[src/rtl/iob_ptfloat_pack_arb_pkg.sv]
`default_nettype none
// ============================================================================
//  Module   : iob_ptfloat_pack_arb_pkg
//  Purpose  : Shared widths and helpers for the pack-unit arbiter.
//             EXP_MAX_W / MAN_MAX_W / RES_MAX_W mirror the ptfloat field
//             widths used by iob_ptfloat_pack.
//  Revision : 1.0  initial release
// ============================================================================
package iob_ptfloat_pack_arb_pkg;

    localparam int EXP_MAX_W = 8;   // widest exponent field
    localparam int MAN_MAX_W = 24;  // widest mantissa incl. hidden bit
    localparam int RES_MAX_W = 32;  // unpacked signed mantissa width

    // Next round-robin pointer after a grant; wraps at n_req-1 so that
    // non-power-of-two requester counts never point at a missing slot.
    function automatic int rr_next(input int grant, input int n_req);
        return (grant >= n_req - 1) ? 0 : grant + 1;
    endfunction

endpackage
`default_nettype wire

[src/rtl/iob_rr_arbiter.sv]
`default_nettype none
// ============================================================================
//  Module   : iob_rr_arbiter
//  Purpose  : Combinational round-robin priority search. Grants the first
//             asserted request at or above ptr_i, wrapping modulo N_REQ.
//  Ports    : req_i      in  N_REQ  request vector
//             ptr_i      in  ID_W   highest-priority requester this cycle
//             grant_o    out N_REQ  one-hot grant (zero when no request)
//             grant_id_o out ID_W   encoded grant (zero when no request)
//             any_o      out 1      at least one request present
//  Revision : 1.0  initial release
// ============================================================================
module iob_rr_arbiter #(
    parameter int N_REQ = 4,
    parameter int ID_W  = 2
) (
    input  logic [N_REQ-1:0] req_i,
    input  logic [ID_W-1:0]  ptr_i,
    output logic [N_REQ-1:0] grant_o,
    output logic [ID_W-1:0]  grant_id_o,
    output logic             any_o
);

    logic [ID_W:0] w_sum;

    // Walk from ptr_i upward; the extra bit of w_sum lets the wrap be a
    // simple subtract, which also covers non-power-of-two N_REQ.
    always_comb begin
        any_o      = 1'b0;
        grant_id_o = '0;
        w_sum      = '0;
        for (int i = 0; i < N_REQ; i++) begin
            w_sum = {1'b0, ptr_i} + (ID_W+1)'(i);
            if (w_sum >= (ID_W+1)'(N_REQ)) begin
                w_sum = w_sum - (ID_W+1)'(N_REQ);
            end
            if (!any_o && req_i[w_sum[ID_W-1:0]]) begin
                any_o      = 1'b1;
                grant_id_o = w_sum[ID_W-1:0];
            end
        end
    end

    always_comb begin
        grant_o = '0;
        for (int k = 0; k < N_REQ; k++) begin
            grant_o[k] = any_o && (grant_id_o == ID_W'(k));
        end
    end

endmodule
`default_nettype wire

[src/rtl/iob_ptfloat_pack_arb.sv]
`default_nettype none
// ============================================================================
//  Module   : iob_ptfloat_pack_arb
//  Purpose  : Shares one iob_ptfloat_pack pipeline between N_REQ producers.
//             Round-robin accepts at most one unpacked result per cycle,
//             tracks the owner ID alongside the LAT-deep pack pipeline and
//             returns packed words on one response port. Response
//             back-pressure stalls the pack unit through pack_cke_o.
//  Ports    : clk_i / arst_n_i / cke_i         clock, async reset (low), enable
//             req_valid_i / req_ready_o       per-requester handshake
//             req_exp_i / req_man_i           flattened requester operands
//             pack_cke_o / pack_start_o       pack unit control
//             pack_exp_o / pack_man_o         pack unit operands
//             pack_done_i/data/ovf/unf        pack unit results
//             rsp_valid_o / rsp_ready_i       response handshake
//             rsp_id_o / rsp_data_o           response owner and packed word
//             rsp_ovf_o / rsp_unf_o           response flags
//             err_o                           sticky tracker/pack desync flag
//  Revision : 1.0  initial release
// ============================================================================
module iob_ptfloat_pack_arb
    import iob_ptfloat_pack_arb_pkg::*;
#(
    parameter int DATA_W = 32,
    parameter int EW_W   = 4,
    parameter int N_REQ  = 4,
    parameter int ID_W   = 2,
    parameter int LAT    = 2
) (
    input  logic                           clk_i,
    input  logic                           arst_n_i,
    input  logic                           cke_i,
    input  logic [N_REQ-1:0]               req_valid_i,
    output logic [N_REQ-1:0]               req_ready_o,
    input  logic [N_REQ*(EXP_MAX_W+2)-1:0] req_exp_i,
    input  logic [N_REQ*RES_MAX_W-1:0]     req_man_i,
    output logic                           pack_cke_o,
    output logic                           pack_start_o,
    output logic [EXP_MAX_W+1:0]           pack_exp_o,
    output logic [RES_MAX_W-1:0]           pack_man_o,
    input  logic                           pack_done_i,
    input  logic [DATA_W-1:0]              pack_data_i,
    input  logic                           pack_ovf_i,
    input  logic                           pack_unf_i,
    output logic                           rsp_valid_o,
    input  logic                           rsp_ready_i,
    output logic [ID_W-1:0]                rsp_id_o,
    output logic [DATA_W-1:0]              rsp_data_o,
    output logic                           rsp_ovf_o,
    output logic                           rsp_unf_o,
    output logic                           err_o
);

    localparam int c_exp_w = EXP_MAX_W + 2;

    // Elaboration-time sanity check of the parameter set.
    if (ID_W != $clog2(N_REQ) || N_REQ < 2 || LAT < 1 || EW_W < 1 || DATA_W < 1)
    begin : g_param_check
        $error("iob_ptfloat_pack_arb: inconsistent parameters");
    end

    logic                     w_adv;
    logic                     w_any;
    logic                     w_accept;
    logic [N_REQ-1:0]         w_grant;
    logic [ID_W-1:0]          w_grant_id;

    logic [ID_W-1:0]          r_rr_ptr;
    logic [LAT-1:0]           r_vld;
    logic [LAT-1:0][ID_W-1:0] r_id;
    logic                     r_err;

    iob_rr_arbiter #(
        .N_REQ (N_REQ),
        .ID_W  (ID_W)
    ) u_arb (
        .req_i      (req_valid_i),
        .ptr_i      (r_rr_ptr),
        .grant_o    (w_grant),
        .grant_id_o (w_grant_id),
        .any_o      (w_any)
    );

    // The pipeline moves only when the output slot is empty or being drained.
    assign w_adv    = cke_i & (~r_vld[LAT-1] | rsp_ready_i);
    assign w_accept = w_adv & w_any;

    // Combinational outputs are masked by reset so nothing leaks while held.
    assign pack_cke_o   = arst_n_i & w_adv;
    assign pack_start_o = arst_n_i & w_accept;
    assign req_ready_o  = (arst_n_i & w_adv) ? w_grant : '0;
    assign pack_exp_o   = arst_n_i ? req_exp_i[w_grant_id*c_exp_w +: c_exp_w]     : '0;
    assign pack_man_o   = arst_n_i ? req_man_i[w_grant_id*RES_MAX_W +: RES_MAX_W] : '0;

    assign rsp_valid_o = r_vld[LAT-1];
    assign rsp_id_o    = r_id[LAT-1];
    assign rsp_data_o  = arst_n_i ? pack_data_i : '0;
    assign rsp_ovf_o   = arst_n_i & pack_ovf_i;
    assign rsp_unf_o   = arst_n_i & pack_unf_i;
    assign err_o       = r_err;

    // Tracker shifts in lock-step with the pack unit registers (both gated
    // by w_adv), so r_vld[LAT-1] must always agree with pack_done_i.
    always_ff @(posedge clk_i or negedge arst_n_i) begin
        if (!arst_n_i) begin
            r_vld    <= '0;
            r_id     <= '0;
            r_rr_ptr <= '0;
            r_err    <= 1'b0;
        end else begin
            if (w_adv) begin
                r_vld[0] <= w_accept;
                r_id[0]  <= w_grant_id;
                for (int i = 1; i < LAT; i++) begin
                    r_vld[i] <= r_vld[i-1];
                    r_id[i]  <= r_id[i-1];
                end
            end
            if (w_accept) begin
                r_rr_ptr <= ID_W'(rr_next(int'(w_grant_id), N_REQ));
            end
            if (cke_i && (pack_done_i != r_vld[LAT-1])) begin
                r_err <= 1'b1;
            end
        end
    end

endmodule
`default_nettype wire
[config.mk]
export PLATFORM = sky130hd
export DESIGN_NAME = iob_ptfloat_pack_arb
export DESIGN_NICKNAME = d
export VERILOG_FILES = /design/src/rtl/iob_ptfloat_pack_arb_pkg.sv /design/src/rtl/iob_rr_arbiter.sv /design/src/rtl/iob_ptfloat_pack_arb.sv
export SDC_FILE = /design/constraint.sdc
export NUM_CORES = 1
export LEC_CHECK = 0
export ABC_AREA = 1
export CORE_AREA = 2 2 116 118
export CTS_BUF_LIST = sky130_fd_sc_hd__clkbuf_4 sky130_fd_sc_hd__clkbuf_8
export DETAILED_ROUTE_END_ITERATION = 10
export DIE_AREA = 0 0 118 120
export PLACE_DENSITY = 0.77
export SYNTH_ARGS = -nofsm -noshare
export SYNTH_HDL_FRONTEND = slang
export SYNTH_HIERARCHICAL = 1
export SYNTH_SLANG_ARGS = --single-unit
[constraint.sdc]
create_clock -name clk_i -period 2.8 [get_ports clk_i]
set_clock_uncertainty 0.2 [all_clocks]
set_input_delay 0.42 -clock clk_i [delete_from_list [all_inputs] [get_ports clk_i]]
set_output_delay 0.42 -clock clk_i [all_outputs]
set_load 0.01 [all_outputs]
==> impl_summary.txt <==
----------------------------------------------------
[Critical path]
  Kind of end point of the critical path ... output pin
  Delay contributed by the slowest stage of the critical path ... 0.37 ns
  Critical path start-end classification ... flop to output pin
  CP max stage cell ... dfrtp_2
  Family with the most delay on the worst path ... simple AND/OR/NAND/NOR gates
  Startpoint class of the critical path ... flop
  Reg-to-Reg Start ... r_rr_ptr[0]
  Worst Path Buf+Inv ... 6
  Chain of cells forming the critical path ... buf_12 -> inv_16 -> nand2_8 -> nand2_8 -> nand2_4 -> nand2_4 -> nor2_4 -> nand3_2 -> nand3_4 -> clkinv_8 -> buf_12 -> buf_8 -> nand2_2 -> nand3_2 -> a21oi_2 -> buf_2
  Critical path fanouts, max ... 7
  Critical path required time ... 2.18 ns
  Worst path arrival time ... 2.36 ns
  Worst setup startpoint ... r_rr_ptr[0]

[Synth]
  Cell with the most instances after synthesis ... nand2_1
  Count of flip-flops with a built-in enable after synthesis ... 0
  Synth Area per Inst ... 4.584 µm²
  Synthesized net count ... 907
  Cell area after technology mapping ... 3186 µm²
  Share of synthesized flip-flops with an asynchronous set or reset ... 1.000
  Sequential fraction of the synthesis area ... 0.07070
  Cell taking the most area after synthesis ... nand2_1
  Yosys Warn Count ... 6
  Dominant synthesized flop cell ... dfrtp_1
  Number of synthesized register bits ... 9
  Yosys top cell area share ... 0.2922
  Most area-consuming cells after synthesis ... nand2_1, inv_1, nand3_1, dfrtp_1, a21oi_1
  Commonest cells in the synthesized netlist ... nand2_1, inv_1, nand3_1
  Number of library cell types mapped by synthesis ... 24
  Count of mapped cells out of synthesis ... slightly below 700

[Detailed routing]
  Total wire length after detailed routing ... 16110 µm
  Wirelength per Cell ... 13.58 µm
  Average via count per standard cell ... 4.315
  First-pass DRT Iterations ... 4
  Via total after detailed routing ... 5118
  Post-route antenna net violation count ... 0
  DRC ... 0
  Iteration-0 DRC Markers ... 202

[Global route]
  Global route overflow ... 0
  Pin count of the biggest net entering global routing ... 44
  Vias in the first global route ... 4976
  Global-route wire length before repair ... 24320 µm
  Number of antenna violations at the first check in global routing ... 0
  Total global routing track utilization ... 0.2119

[Clocking]
  Latest clock arrival within the worst-skew pair ... approximately 0.23 ns
  Post-CTS clock slew at the launch and capture registers of the worst setup and hold paths ... 0.05 ns
  Clock root buffer master ... clkbuf_8
  CTS H-Tree Depth ... 1
  Clock Sink Count ... 9
  Clock tree from TritonCTS ... done
  Number of buffers added by the clock tree synthesis step ... 3
  Buffer levels on the longest clock path ... 2

[Placement]
  Port Buf Inserts ... roughly 300
  DP Wirelength ... 11050 µm
  RePlAce Congestion ... just over 0.9
  Pre-CTS worst setup slack ... -0.6839 ns

[Floorplan]
  Starting Density ... 0.2454
  Die Area ... 14160 µm²
  Die span in x ... 118 µm
  Standard-cell rows ... 42
  Floorplan core area ... 12980 µm²
  Number of top-level design ports ... about 300
  Vertical die dimension ... ~120 µm

[Layout]
  Area grow syn2layout ... 131.9%
  Count of inserted antenna diode cells ... 0
  Fraction of final layout cells with drive strength greater than 1 ... 0.2931
  Post-Route Utilization ... 0.5692
  Nets ... between 1000 and 1500

[Timing]
  Shortest period the worst path allows ... 2.983 ns
  Final total negative setup slack ... -5.371 ns
  Final period utilization ... 1.065
  Setup repair after global routing missed its margin ... true
  Final-report hold violation count ... 0
  Slew margin rel. ... 0.7855
  Top achievable clock speed ... 335.2 MHz
  Worst Slack Setup Final ... -0.1829 ns
  Final setup violation count ... 46
  Transition time at the pin with the least slew margin ... 0.3217 ns
  Number of pins with negative max-slew slack in the final report ... 0
  Worst hold slack across all endpoints ... 0.2752 ns

[Pwr]
  Proportion of total power due to net switching ... 0.5204
  Switching power summed over all nets ... approximately 4.9 mW
  Clk pwr share ... 0.017
  Power Total ... 9.482 mW
  Combinational group share of total power ... 0.958
  Power density normalized to cell area ... approximately 1300 nW/µm²
  Internal Dissipation ... 4.548 mW
  Leak Pwr ... 4.085 nW
  Worst vdd rail ir drop ... 781.7 µV
  Sequential cell fraction of total power ... 0.025

[Worst hold path]
  Worst min-delay path class ... flop to flop
  Hold_sp ... r_id[0]

[Outcome]
  Violations in the final reports ... negative setup slack
  Outcome ... complete, but fails checks

[Run]
  Number of maximum-capacitance violations ... 0

----------------------------------------------------
==> power by group through the flow <==
| stage | sequential (mW) | clock [mW] | combinational (mW) |
|---|---|---|---|
| after global placement | 0.253 | 0 | 6.29 |
| final | 0.238 | 0.162 | 9.08 |
| after floorplan | 0.225 | 0 | 3.84 |
| after detailed placement | 0.252 | 0 | 6.36 |
| after global routing | 0.246 | 0.178 | 9.75 |
| after CTS | 0.235 | 0.166 | 8.45 |
==> layer usage <==
metal / GRT usage / up-vias / wire [µm]
li1: - / 2610 / -
met1: 0.2375 / 2254 / 6277
met2: 0.3968 / 222 / 8299
met3: 0.04705 / 32 / 1135
met4: 0.06627 / 0 / 393
met5: 0 / - / 0
==> worst min-delay path, stage by stage, from the launching register on <==
cell	delay [ns]
dfrtp_1	0.34
nand2_1	0.05
nand2_1	0.05
==> stage by stage <==
step / area, µm² / std cells
after global placement: 6447 / 1158
after floorplan: 3186 / 695
final: 7388 / 1186
after CTS: 7107 / 1182
after global routing: 7388 / 1186
after detailed placement: 6447 / 1158
==> sequential cells by signal, summed over array words and instances, names as in the netlist <==
| name | count |
|---|---|
| err_o | 1 |
| r_id | 2 |
| r_rr_ptr | 2 |
| r_vld | 2 |
| rsp_id_o | 2 |
==> worst paths after layout <==
check	end	slack (ns)	cells past startpoint
max	pack_man_o[9]	-0.18	16
min	rsp_id_o[0]	0.28	2
max reg2reg	r_rr_ptr[1]	0.41	14
min reg2reg	rsp_id_o[0]	0.28	2
max in group asynchronous	r_rr_ptr[0]	1.82	2
min in group asynchronous	r_rr_ptr[1]	0.40	2
==> area by class of cell <==
class                   instances  area (µm²)
multi-input cells             418        2417
flip-flops and latches          9       227.7
repair inverters                1       6.256
well taps                     176       220.2
repair buffers                350        3550
inverters                     228       918.4
clock buffers                   4       48.80
fillers                      1215        5592
==> layout by cell type (no fill, tap or decap), drive strengths merged <==
| cell | instances |
|---|---|
| nor2 | 13 |
| a21oi | 42 |
| nand4 | 1 |
| dlygate4sd2 | 4 |
| o21ai | 6 |
| inv | 225 |
| dlymetal6s2s | 1 |
| buf | 99 |
| clkdlybuf4s50 | 245 |
| dfrtp | 9 |
| clkinv | 4 |
| nand2 | 263 |
| ha | 1 |
| o21bai | 1 |
| nand3 | 91 |
| clkbuf | 5 |
==> cell families after synthesis <==
family,count (synthesis),share of synthesized area
adder cells (fa/ha/maj),1,0.003927
buffers and inverters,268,0.3468
AND/OR/NAND/NOR,368,0.4984
flip-flops,9,0.07070
AO/OA/AOI/OAI,49,0.08013
==> what timing repair did <==
action	4_1_cts	5_1_grt
pin swaps	80	34
hold buffers	0	0
endpoints found under the setup margin	47	47
resized for setup	324	55
setup buffers	11	3
gates cloned	10	1
Note: power is estimated with default switching activity, not from simulation.
